File: src/rtl/null_source_mc.sv
// rtl/null_source_mc.sv - multi-channel round-robin CHDR null-source traffic generator
// Optional build macro NULL_SRC_TIMESTAMP_EN adds a cycle-count timestamp line after each header.
module null_source_mc #(
    parameter logic [7:0] BASE     = 8'd0,
    parameter int         WIDTH    = 64,
    parameter int         NUM_CHAN = 4
) (
    input  logic             clk,
    input  logic             reset,
    input  logic             set_stb,
    input  logic [7:0]       set_addr,
    input  logic [31:0]      set_data,
    output logic [WIDTH-1:0] o_tdata,
    output logic             o_tlast,
    output logic             o_tvalid,
    input  logic             o_tready,
    output logic [3:0]       o_chan,
    output logic             o_done
);

`ifdef NULL_SRC_TIMESTAMP_EN
    localparam int         TS_LINES = 1;
    localparam logic [3:0] FLAGS    = 4'b0010;
    typedef enum logic [2:0] {S_IDLE, S_HDR, S_TS, S_PAY, S_GAP} state_t;
`else
    localparam int         TS_LINES = 0;
    localparam logic [3:0] FLAGS    = 4'b0000;
    typedef enum logic [2:0] {S_IDLE, S_HDR, S_PAY, S_GAP} state_t;
`endif

    localparam int          LANES    = WIDTH / 32;
    localparam logic [15:0] MASK_ALL = 16'((17'd1 << NUM_CHAN) - 17'd1);

    state_t      state;
    logic [31:0] sid;
    logic [15:0] len;
    logic [15:0] rate;
    logic        enable;
    logic [15:0] mask;
    logic [31:0] limit;

    logic [31:0] sid_s;
    logic [15:0] len_s;
    logic [15:0] rate_s;
    logic [11:0] seq_s;
    logic [15:0] k;
    logic [15:0] gap_cnt;
    logic [31:0] sent;
    logic [3:0]  ptr;
    logic [11:0] seq [16];

    logic        xfer;
    logic        go;
    logic        clr;
    logic [15:0] len_eff;
    logic [3:0]  pick;
    logic        found;
    logic [4:0]  idx;

`ifdef NULL_SRC_TIMESTAMP_EN
    logic [63:0] ts_cnt;
    logic [63:0] ts_s;

    always_ff @(posedge clk or posedge reset) begin
        if (reset) ts_cnt <= '0;
        else       ts_cnt <= ts_cnt + 64'd1;
    end

    function automatic logic [WIDTH-1:0] ts_line(input logic [63:0] t);
        logic [WIDTH-1:0] r;
        r = '0;
        r[63:0] = t;
        return r;
    endfunction
`endif

    function automatic logic [WIDTH-1:0] hdr_line(input logic [3:0] c, input logic [11:0] s,
                                                  input logic [31:0] id, input logic [15:0] n);
        logic [WIDTH-1:0] r;
        logic [31:0]      bytes;
        bytes = 32'(WIDTH / 8) * (32'(1 + TS_LINES) + {16'd0, n});
        r = '0;
        r[63:60] = FLAGS;
        r[59:48] = s;
        r[47:32] = bytes[15:0];
        r[31:0]  = id + {28'd0, c};
        return r;
    endfunction

    function automatic logic [WIDTH-1:0] pay_line(input logic [3:0] c, input logic [11:0] s,
                                                  input logic [15:0] kk);
        logic [31:0] lane;
        lane = {4'd0, c, s[7:0], kk};
        return {LANES{lane}};
    endfunction

    assign xfer    = o_tvalid & o_tready;
    assign len_eff = (len == 16'd0) ? 16'd1 : len;
    assign go      = enable && (mask != 16'd0) && ((limit == 32'd0) || (sent < limit));
    assign clr     = set_stb && (set_addr == BASE + 8'd3) && set_data[0] && !enable;

    // First enabled channel strictly after the last one served, wrapping at NUM_CHAN.
    always_comb begin
        pick  = ptr;
        found = 1'b0;
        idx   = '0;
        for (int i = 1; i <= NUM_CHAN; i++) begin
            idx = {1'b0, ptr} + 5'(i);
            if (idx >= 5'(NUM_CHAN)) idx = idx - 5'(NUM_CHAN);
            if (!found && mask[idx[3:0]]) begin
                pick  = idx[3:0];
                found = 1'b1;
            end
        end
    end

    always_ff @(posedge clk or posedge reset) begin
        if (reset) begin
            state    <= S_IDLE;
            sid      <= '0;
            len      <= '0;
            rate     <= '0;
            enable   <= 1'b0;
            mask     <= MASK_ALL;
            limit    <= '0;
            sid_s    <= '0;
            len_s    <= 16'd1;
            rate_s   <= '0;
            seq_s    <= '0;
            k        <= '0;
            gap_cnt  <= '0;
            sent     <= '0;
            ptr      <= '0;
            o_tdata  <= '0;
            o_tlast  <= 1'b0;
            o_tvalid <= 1'b0;
            o_chan   <= '0;
            o_done   <= 1'b0;
            for (int i = 0; i < 16; i++) seq[i] <= '0;
`ifdef NULL_SRC_TIMESTAMP_EN
            ts_s     <= '0;
`endif
        end else begin
            o_done <= (limit != 32'd0) && (sent >= limit);

            if (set_stb) begin
                if (set_addr == BASE)         sid    <= set_data;
                if (set_addr == BASE + 8'd1)  len    <= set_data[15:0];
                if (set_addr == BASE + 8'd2)  rate   <= set_data[15:0];
                if (set_addr == BASE + 8'd3)  enable <= set_data[0];
                if (set_addr == BASE + 8'd4)  mask   <= MASK_ALL & set_data[15:0];
                if (set_addr == BASE + 8'd5)  limit  <= set_data;
            end

            case (state)
                S_IDLE: begin
                    if (go) begin
                        ptr      <= pick;
                        o_chan   <= pick;
                        sid_s    <= sid;
                        len_s    <= len_eff;
                        rate_s   <= rate;
                        seq_s    <= seq[pick];
                        k        <= '0;
                        o_tvalid <= 1'b1;
                        o_tlast  <= 1'b0;
                        o_tdata  <= hdr_line(pick, seq[pick], sid, len_eff);
`ifdef NULL_SRC_TIMESTAMP_EN
                        ts_s     <= ts_cnt;
`endif
                        state    <= S_HDR;
                    end
                end
                S_HDR: begin
                    if (xfer) begin
`ifdef NULL_SRC_TIMESTAMP_EN
                        o_tdata <= ts_line(ts_s);
                        state   <= S_TS;
`else
                        o_tdata <= pay_line(o_chan, seq_s, 16'd0);
                        o_tlast <= (len_s == 16'd1);
                        state   <= S_PAY;
`endif
                    end
                end
`ifdef NULL_SRC_TIMESTAMP_EN
                S_TS: begin
                    if (xfer) begin
                        o_tdata <= pay_line(o_chan, seq_s, 16'd0);
                        o_tlast <= (len_s == 16'd1);
                        state   <= S_PAY;
                    end
                end
`endif
                S_PAY: begin
                    if (xfer) begin
                        if (o_tlast) begin
                            seq[o_chan] <= seq_s + 12'd1;
                            if (sent != 32'hFFFF_FFFF) sent <= sent + 32'd1;
                            o_tvalid <= 1'b0;
                            o_tlast  <= 1'b0;
                            o_tdata  <= '0;
                            if (rate_s == 16'd0) begin
                                state <= S_IDLE;
                            end else begin
                                gap_cnt <= rate_s - 16'd1;
                                state   <= S_GAP;
                            end
                        end else begin
                            k       <= k + 16'd1;
                            o_tdata <= pay_line(o_chan, seq_s, k + 16'd1);
                            o_tlast <= (({1'b0, k} + 17'd2) == {1'b0, len_s});
                        end
                    end
                end
                S_GAP: begin
                    if (gap_cnt == 16'd0) state <= S_IDLE;
                    else                  gap_cnt <= gap_cnt - 16'd1;
                end
                default: state <= S_IDLE;
            endcase

            // Re-enabling restarts the run: counters cleared, overriding any same-cycle update.
            if (clr) begin
                sent <= '0;
                for (int i = 0; i < 16; i++) seq[i] <= '0;
            end
        end
    end

endmodule

File: config.mk
export PLATFORM = sky130hd
export DESIGN_NAME = null_source_mc
export DESIGN_NICKNAME = d
export VERILOG_FILES = /design/src/rtl/null_source_mc.sv
export SDC_FILE = /design/constraint.sdc
export NUM_CORES = 1
export LEC_CHECK = 0
export ABC_CLOCK_PERIOD_IN_PS = 17050
export BUFFER_PORTS_ARGS = -buffer_cell sky130_fd_sc_hd__buf_2
export CAP_MARGIN = 20
export CORE_MARGIN = 1
export CORE_UTILIZATION = 43
export CTS_CLUSTER_SIZE = 24
export DETAILED_ROUTE_END_ITERATION = 7
export PLACE_DENSITY = 0.7
export SLEW_MARGIN = 20
export SYNTH_ARGS = -nofsm -noshare
export SYNTH_HDL_FRONTEND = slang
export SYNTH_SLANG_ARGS = --single-unit
File: constraint.sdc
create_clock -name clk -period 17.05 [get_ports clk]
set_input_delay 3.41 -clock clk [delete_from_list [all_inputs] [get_ports clk]]
set_output_delay 3.41 -clock clk [all_outputs]
set_load 0.01 [all_outputs]
## After elaboration in Yosys (flattened, before gate mapping)

Cells that the tools add are included.

- Register bits after elaboration: 475
- Bits of input ports: 44
- Output and inout port bits: 71
- Logic and storage cells: 194

- Add/subtract/negate cells: 16
- $lt $le $gt $ge: 13
- Equality and inequality tests: 19
- Multiplexer cells: 65
- Bitwise operators: 3
- Reductions and logical operators: 44

Operators by type and width:

| cell | number |
|---|---|
| two-way mux 192 bit | 4 |
| bitwise mux 192 bit | 1 |
| two-way mux 64 bit | 3 |
| one-hot mux 64 bit (3 select lines) | 1 |
| two-way mux 32 bit | 5 |
| two-way mux 16 bit | 8 |
| one-hot mux 16 bit (2 select lines) | 2 |
| two-way mux 60 bit | 1 |
| binary-select mux 12 bit (select 4 bit) | 1 |
| demux 12 bit (select 4 bit) | 1 |
| zero test 16 bit | 3 |
| two-way mux 12 bit | 3 |
| adder 32 x 1 -> 32 bit, second input constant | 1 |
| adder 32 x 4 -> 32 bit | 1 |
| >= comparator 32 bit | 1 |
| zero test 32 bit | 1 |
| < comparator 32 bit | 1 |
| two-way mux 4 bit | 8 |
| != test 32 bit, second input constant | 1 |
| nonzero test 32 bit | 1 |
| subtractor 16 x 1 -> 16 bit, second input constant | 2 |
| >= comparator 5 x 3 -> 1 bit, second input constant | 4 |
| < comparator 4 x 5 -> 1 bit, second input constant | 4 |
| adder 16 x 2 -> 17 bit, second input constant | 1 |
| 38 further kinds | 101 |

## Longest topological paths before layout

Gate-level depths: netlist of the first run.

- Word-level depth: 21
- Depth in mapped cells: 25
- Gate-level depth less buffers: 23

## Least setup slack after synthesis of the first run

OpenSTA, ideal clock, no wires.

- Path kind: input to register
- Start: in set_addr[3]
- End: reg sent[26]
- Setup time: 0.078 ns
- Data arrival time: 5.772 ns
- Data required time: 16.972 ns
- Slack: 11.200 ns
- Stages on the path: 10
- Buffers on the path: 1
- Cell sequence: or4_1 -> nor3_1 -> nand3_1 -> nor3b_1 -> clkbuf_1 -> o21ai_0 -> nor2_1 -> nand2_1 -> or3_1 -> a21oi_1

- Cells in the longest elaborated chain, start to end: 6
- Elaborated cells between the ends (all ways): 10
- Classes of those cells: eq/ne (1); mux (1); reduce/logical (8)

Ends and longest elaborated chain:

| item | RTL line | source |
|---|---|---|
| from (decl) | 11 | `input logic [7:0] set_addr,` |
| equality test 8 x 2 -> 1 bit (*) | 100 | `assign clr = set_stb && (set_addr == BASE + 8'd3) && set_data[0] && !enable;` |
| logical AND 1 bit (*) (3 in a row) | 100 |  |
| nonzero test 2 bit (no source line) | - |  |
| AND reduction 4 bit (no source line) | - |  |
| to (signal assigned) | 199 | `if (sent != 32'hFFFF_FFFF) sent <= sent + 32'd1;` |
| to (decl) | 48 | `logic [31:0] sent;` |

Every way passes the cells marked *; elsewhere a longest branch is shown, timed or not.
A chain may end at the register's enable or synchronous reset.

## Worst setup path after layout of the first run

- Start: in set_addr[3]
- End: reg sent[25]

The elaborated chain is that of the path after synthesis.

==> flow_metrics.tcl, run 1 <==
set metrics [dict create \
    critical_path.cell_chain "buf_2 > or4_1 > nor3_1 > nand3_1 > nor3b_2 > buf_12 > o21ai_0 > nor3_1 > and2_1 > nand2_1 > xor2_1 > nor2_1" \
    yosys.area_share.adder 0.03275 \
    worst_margin_pin_slew_ns 1.183 \
    peakVddDrop_mv 0.07837 \
    timing_hold_violations_final 0 \
    synthDistinctLibCells 74 \
    largest_family_of_logic_cells_by_synthesized_area "compound AO/OA/AOI/OAI gates" \
    proportion_of_layout_cells_with_a_drive_suffix_above_1 0.1585 \
    timing_worst_setup_path_type "primary input to flip-flop" \
    post_synthesis_simple_gate_area_fraction 0.1489 \
    endpoint_kind "flip-flop" \
    vias 19420 \
    period_needed_ns 6.385 \
    ioPinCount 115 \
    timing.final.setup_violations 0 \
    worstSetupStartpoint "set_addr[3]" \
    cts-htree-levels 2 \
    dr.pass1.iters 8 \
    route.detailed.drc 0 \
    die_width_um 241.6 \
    synth_async_sr_flop_share 1.000 \
    netlist.top_cell.by_area "sky130_fd_sc_hd__dfrtp_1" \
    synth_top_area_frac 0.4714 \
    portion_of_netlist_area_occupied_by_mux_cells 0.1065 \
    number_of_clock_sinks 470 \
    yosys_most_used_dff "sky130_fd_sc_hd__dfrtp_1" \
    routedWlPerCell_um 20.70 \
    clock_skew_ns 0.02378 \
    netlist_top_cells_area "sky130_fd_sc_hd__dfrtp_1 (47%), sky130_fd_sc_hd__mux2_2 (6.0%), sky130_fd_sc_hd__a211oi_1 (4.9%)" \
    wl_um 68290 \
    antenna_cells 0 \
    synth.yosys.seq_area_share 0.4768 \
    layout-area-overhead-vs-synth_pct 10.90 \
    postCtsHoldBufs 0 \
    cts-root-buf "sky130_fd_sc_hd__clkbuf_16" \
    drv.max_cap_violation_count 0 \
    place_area_um2 25790 \
    netlist_area_before_placement_um2 24680 \
    standby_leakage_power_nw 11.97 \
    timing_max_transition_violations_final 0 \
    number_of_cells_traversed_by_the_worst_register_to_register_path 20 \
    avg_inst_size_synth_um2 9.937 \
    worst_setup_path_start_kind "primary input" \
    fin_nets 2612 \
    synth_edf_count 0 \
    slowest_delay_ns 0.55 \
    vias_per_cell 5.887 \
    timing.critical_path.required_ns 17.48 \
    period_share 0.3745 \
    library_cell_appearing_most_often_on_the_critical_path "sky130_fd_sc_hd__nor3_1" \
    outcome "finished clean" \
    nFillCells 5154 \
    core_region_area_um2 56600 \
    cts_tree "done" \
    drt_iter0_markers 1600 \
    synth-xor-area-share 0.04329 \
    achievable_frequency_mhz 156.6 \
    number_of_port_buffers 110 \
    critical_path.max_fanout 227 \
    timing.max_slew.rel_slack 0.2115 \
    synth_commonest_cells "sky130_fd_sc_hd__dfrtp_1 (465), sky130_fd_sc_hd__nor2_1 (322), sky130_fd_sc_hd__nand2_1 (216), sky130_fd_sc_hd__a211oi_1 (162), sky130_fd_sc_hd__clkbuf_1 (146)" \
    fp.dieArea_um2 58360 \
    global_route.usage.total 0.2324 \
    reg2reg_to "o_tdata[27]" \
    cts_setup_buffers 0 \
    power.density_nw_per_um2 89.88 \
    cts_resized 0 \
    chipHeight_um 241.6 \
    synthMostInstantiatedCell "sky130_fd_sc_hd__dfrtp_1" \
    maximum_number_of_pins_on_one_net_before_global_route_repair 228 \
    post-route-cell-area_um2 27370 \
    cts_max_path_buffers 3 \
    clkTransAtPathRegs_ns 0.06 \
    min-delay-path-class "flip-flop to flip-flop" \
    critical_path_top_delay_cell "sky130_fd_sc_hd__buf_12" \
    tns_ns 0 \
    final_antenna_net_count 0 \
    rows 87 \
    beginning_of_the_worst_register_to_register_path "ptr[0]" \
    initial_core_util 0.4361 \
    yosys_warnings 0 \
    detailedPlacementHpwl_um 45360 \
    rsz0062_at_grt "false" \
    antenna_found_initial 1 \
    number_of_global_route_vias_before_repair 19440 \
    globalRouteOverflowTotal 0 \
    numCtsBuffers 49 \
    routabilityCongestion 0.8595 \
    synth_cells 2484 \
    synth_compound_gate_area_share 0.1536 \
    grt_first_pass_wirelength_um 108800 \
    critical_path_arrival_ns 6.82 \
    worst_skew_pair.late_latency_ns 0.60 \
    synth-seq-cells 470 \
    rrSetupSlack_ns 10.83 \
    critPathCapture "sent[25]" \
]
## report_power, final
group	internal, mW	total (mW)	switching, mW	leakage, nW
Sequential	1.15	1.19	0.0383	6.32
Clock	0.580	1.04	0.458	0.768
Combinational	0.0885	0.233	0.144	4.88
## sequential cells by signal, summed over array words and instances, names as in the netlist, 2 cells and up
name,flops
rate_s,16
k,16
o_tdata,60
mask,4
len,16
seq_s,12
rate,16
sid,32
len_s,16
limit,32
seq,192
sent,32
gap_cnt,16
ptr,4
state,2
## cell type report
cell class | instances | area [um^2] | area share
multi-input combinational | 1781 | 12060 | 0.4404
sequential | 470 | 11770 | 0.4299
clock buffer | 73 | 1426 | 0.05211
tap | 756 | 945.9 | 0.03456
timing repair buffer | 139 | 817.0 | 0.02985
inverter | 63 | 244.0 | 0.008913
clock inverter | 17 | 117.6 | 0.004297
## logic make-up after synthesis
logic type      after synthesis
compound gates              548
xor+xnor                    122
fa+ha+maj                    64
buf+inv                     236
flops                       470
mux                         226
other cells                   1
simple gates                817
## per-stage QoR
stage	utilization	hold WS, ns	setup WS (ns)	instances	power, mW
after global placement	0.4552	0.4499	10.09	3208	1.436
after CTS	0.4829	0.4660	10.58	3298	2.475
after floorplan	-	0.4713	0.5392	2487	1.352
after global routing	0.4836	0.4971	10.17	3299	2.546
after detailed placement	0.4556	0.4518	9.969	3208	1.442
final	0.4836	0.4585	10.67	3299	2.460
## worst min path at each step
stage / startpoint / to / slack, ns / cells after the start
finish: o_tdata[0] / o_tdata[0] / 0.46 / 2
global route: o_tdata[0] / o_tdata[0] / 0.50 / 2
CTS: o_tdata[0] / o_tdata[0] / 0.47 / 2
detailed placement: o_tdata[0] / o_tdata[0] / 0.45 / 2
global placement: o_tdata[35] / o_tdata[35] / 0.45 / 2
floorplan: gap_cnt[15] / gap_cnt[15] / 0.47 / 2
## cells in the final DEF (no fill, tap or decap), types with 11 or more instances in the layout
cell type,n
sky130_fd_sc_hd__a32oi_1,12
sky130_fd_sc_hd__o31ai_1,14
sky130_fd_sc_hd__nor4_1,24
sky130_fd_sc_hd__mux2_2,131
sky130_fd_sc_hd__buf_2,110
sky130_fd_sc_hd__xor2_1,56
sky130_fd_sc_hd__a21o_1,20
sky130_fd_sc_hd__a21oi_1,86
sky130_fd_sc_hd__clkbuf_16,49
sky130_fd_sc_hd__nor2b_1,24
sky130_fd_sc_hd__buf_4,25
sky130_fd_sc_hd__clkbuf_1,13
sky130_fd_sc_hd__clkbuf_8,11
sky130_fd_sc_hd__o221ai_1,13
sky130_fd_sc_hd__mux2i_1,78
sky130_fd_sc_hd__nor2_1,320
sky130_fd_sc_hd__a211oi_1,162
sky130_fd_sc_hd__o21a_1,42
sky130_fd_sc_hd__nand2b_1,12
sky130_fd_sc_hd__a31oi_1,31
sky130_fd_sc_hd__and3_1,28
sky130_fd_sc_hd__xnor2_1,63
sky130_fd_sc_hd__clkinv_2,12
sky130_fd_sc_hd__nor3_1,31
sky130_fd_sc_hd__o211ai_1,31
sky130_fd_sc_hd__nand2_1,216
sky130_fd_sc_hd__mux4_2,16
sky130_fd_sc_hd__o21ai_0,75
sky130_fd_sc_hd__inv_1,61
sky130_fd_sc_hd__nand4_1,35
sky130_fd_sc_hd__ha_1,62
sky130_fd_sc_hd__nand3_1,75
sky130_fd_sc_hd__dfrtp_1,465
## critical path, delay by kind of cell
family,cells,cell delay (ns)
and+or+nand+nor,8,2.11
xor gates and xnor gates,1,0.16
AOI/OAI and AO/OA,1,0.42
buffers and inverters,2,0.64
## per-layer routing
metal  wire [um]  part of all wire  vias up  global-route usage
met5          13           0.00019        -                   0
met4        2658             0.039        2             0.09517
met3        4451             0.065      155             0.04007
met2       32850              0.48      654              0.3873
met1       28310              0.41     9674              0.2989
li1            -                 -     8937                   -
No activity file was read; power rests on OpenSTA's default activity.
==> inputs of run 2 (changes only) <==
- ABC_CLOCK_PERIOD_IN_PS: 17050 -> 5700
- clock period: 17.05 -> 5.7 ns (I/O delays scaled with it)
==> flow_metrics.tcl, run 2 (same netlist as run 1, synthesis figures left out) <==
set metrics [dict create \
    clock_skew_ns 0.02717 \
    timing_worst_setup_path_type "flip-flop to flip-flop" \
    period_share 0.9149 \
    mostFrequentLayoutCells "sky130_fd_sc_hd__dfrtp_1 (465), sky130_fd_sc_hd__nor2_1 (321), sky130_fd_sc_hd__nand2_1 (216), sky130_fd_sc_hd__a211oi_1 (162), sky130_fd_sc_hd__mux2_2 (131)" \
    min_from "o_tdata[0]" \
    cts_tree "done" \
    final_antenna_net_count 0 \
    critical_path.n_buffers_inverters 3 \
    worst_path_dominant_cell_family "compound AO/OA/AOI/OAI gates" \
    critical_path_cell_count 23 \
    routedWlPerCell_um 21.21 \
    wl_um 70260 \
    number_of_global_route_vias_before_repair 19320 \
    chipHeight_um 241.6 \
    number_of_cells_traversed_by_the_worst_register_to_register_path 23 \
    critical_path.cell_chain "inv_1 > ha_1 > a21oi_1 > xnor2_1 > inv_1 > ha_1 > a2bb2oi_1 > a22oi_1 > a211oi_2 > a21oi_1 > xnor2_2 > ha_1 > inv_1 > fa_1 > nor2b_1 > o21ai_0 > nand2b_1 > nand2b_1 > or3_1 > nor2_1 > xnor2_1 > o211ai_1 > o21a_1" \
    beginning_of_the_worst_register_to_register_path "ptr[1]" \
    proportion_of_layout_cells_with_a_drive_suffix_above_1 0.1589 \
    initial_core_util 0.4361 \
    layout-area-overhead-vs-synth_pct 11.63 \
    area_used_by_multi_input_combinational_logic_um2 12060 \
    critical_path_arrival_ns 5.70 \
    drt_iter0_markers 1594 \
    power.density_nw_per_um2 272.0 \
    timing_hold_violations_final 0 \
    outcome "finished clean" \
    tns_ns 0 \
    vias_per_cell 5.906 \
    ioPinCount 115 \
    period_needed_ns 5.215 \
    timing.max_slew.rel_slack 0.2080 \
    critical_path.max_fanout 11 \
    cts-root-buf "sky130_fd_sc_hd__clkbuf_16" \
    detailedPlacementHpwl_um 47130 \
    vias 19560 \
    fin_nets 2622 \
    grt_first_pass_wirelength_um 111100 \
    hold_depth 2 \
    slowest_delay_ns 0.56 \
    number_of_clock_sinks 470 \
    number_of_port_buffers 110 \
    regMostFlops "seq" \
    cts_setup_buffers 0 \
    worstHoldEndpoint "o_tdata[0]" \
    numCtsBuffers 52 \
    worst_margin_pin_slew_ns 1.188 \
    rsz0062_at_grt "false" \
    endpoint_kind "flip-flop" \
    worst_skew_pair.late_latency_ns 0.61 \
    die_width_um 241.6 \
    critical_path_top_delay_cell "sky130_fd_sc_hd__dfrtp_1" \
    grt.met1_usage 0.3179 \
    core_region_area_um2 56600 \
    area.sequential_um2 11770 \
    final_common_cell "sky130_fd_sc_hd__dfrtp_1" \
    largest_register_ff_count 192 \
    cts_resized 0 \
    standby_leakage_power_nw 12.03 \
    grt-busiest-layer "met2" \
    antenna_found_initial 0 \
    peakVddDrop_mv 0.2062 \
    maximum_number_of_pins_on_one_net_before_global_route_repair 197 \
    dr.pass1.iters 7 \
    finish.cell_count_without_fillers 3312 \
    worst_setup_path_start_kind "flip-flop" \
    globalRouteMet3Util 0.04295 \
    achievable_frequency_mhz 191.8 \
    timing.final.setup_violations 0 \
    postCtsHoldBufs 0 \
    global_route.usage.total 0.2399 \
    reg2reg_to "o_tdata[24]" \
    cts-htree-levels 2 \
    min-delay-path-class "flip-flop to flip-flop" \
    cts_max_path_buffers 3 \
    globalRouteOverflowTotal 0 \
    routabilityCongestion 0.8870 \
    drv.max_cap_violation_count 0 \
    nFillCells 5138 \
    groute.layer.met2.usage 0.3906 \
    route.detailed.drc 0 \
    reg_top3 "seq (192), o_tdata (60)" \
    clkTransAtPathRegs_ns 0.06 \
    placed_cells_incl_taps 3215 \
    fp.dieArea_um2 58360 \
    timing_max_transition_violations_final 0 \
    timing.critical_path.required_ns 6.19 \
    rows 87 \
    rrSetupSlack_ns 0.49 \
]
-- run 2: cell count changes in the layout (fill, tap and decap cells not counted), moves of 2 or more --
| cell | delta |
|---|---|
| sky130_fd_sc_hd__buf_4 | +5 |
| sky130_fd_sc_hd__clkbuf_1 | +8 |
| sky130_fd_sc_hd__clkinvlp_4 | +3 |
| sky130_fd_sc_hd__buf_12 | +3 |
| sky130_fd_sc_hd__clkinv_2 | -7 |
| sky130_fd_sc_hd__clkinv_8 | -2 |
| sky130_fd_sc_hd__clkbuf_16 | +3 |
-- run 2: layer usage --
layer  vias to the layer above  part of all wire
met5                         -                 0
met2                       709              0.48
li1                       8961                 -
met3                       149             0.067
met4                         0             0.036
met1                      9742              0.42
-- run 2: layout make-up --
class,instances,area share
timing repair buffer,146,0.03279
multi-input combinational,1781,0.4375
antenna,1,0.00009082
clock inverter,11,0.003860
clock buffer,84,0.05558
sequential,470,0.4271
inverter,63,0.008719
tap,756,0.03433
-- run 2: per-stage QoR --
stage / setup WS (ns) / total power, mW / hold slack [ns] / util / area [um^2]
CTS: 0.5249 / 7.556 / 0.4784 / 0.4859 / 27500
finish: 0.4851 / 7.494 / 0.4694 / 0.4868 / 27550
global placement: 0.7434 / 4.299 / 0.4471 / 0.4568 / 25850
detailed placement: 0.5585 / 4.318 / 0.4665 / 0.4569 / 25860
global route: 0.01468 / 7.789 / 0.5036 / 0.4867 / 27550
floorplan: -1.801 / 4.046 / 0.4713 / - / 24700
-- run 2: worst max path at each step --
| stage | from | end |
|---|---|---|
| after floorplan | reset | enable |
| after global placement | ptr[1] | o_tdata[26] |
| after detailed placement | ptr[1] | o_tdata[24] |
| after CTS | ptr[1] | o_tdata[24] |
| after global routing | ptr[1] | o_tdata[24] |
| final | ptr[1] | o_tdata[24] |
-- run 2: report_power, final --
group / switching (mW) / internal (mW)
Sequential: 0.121 / 3.44
Combinational: 0.424 / 0.267
Clock: 1.39 / 1.84
-- run 2: tightest hold or removal path: stages (launching register included) --
cell and delay (ns):
sky130_fd_sc_hd__dfrtp_1 0.34, sky130_fd_sc_hd__nand2_1 0.05, sky130_fd_sc_hd__nand2_1 0.05
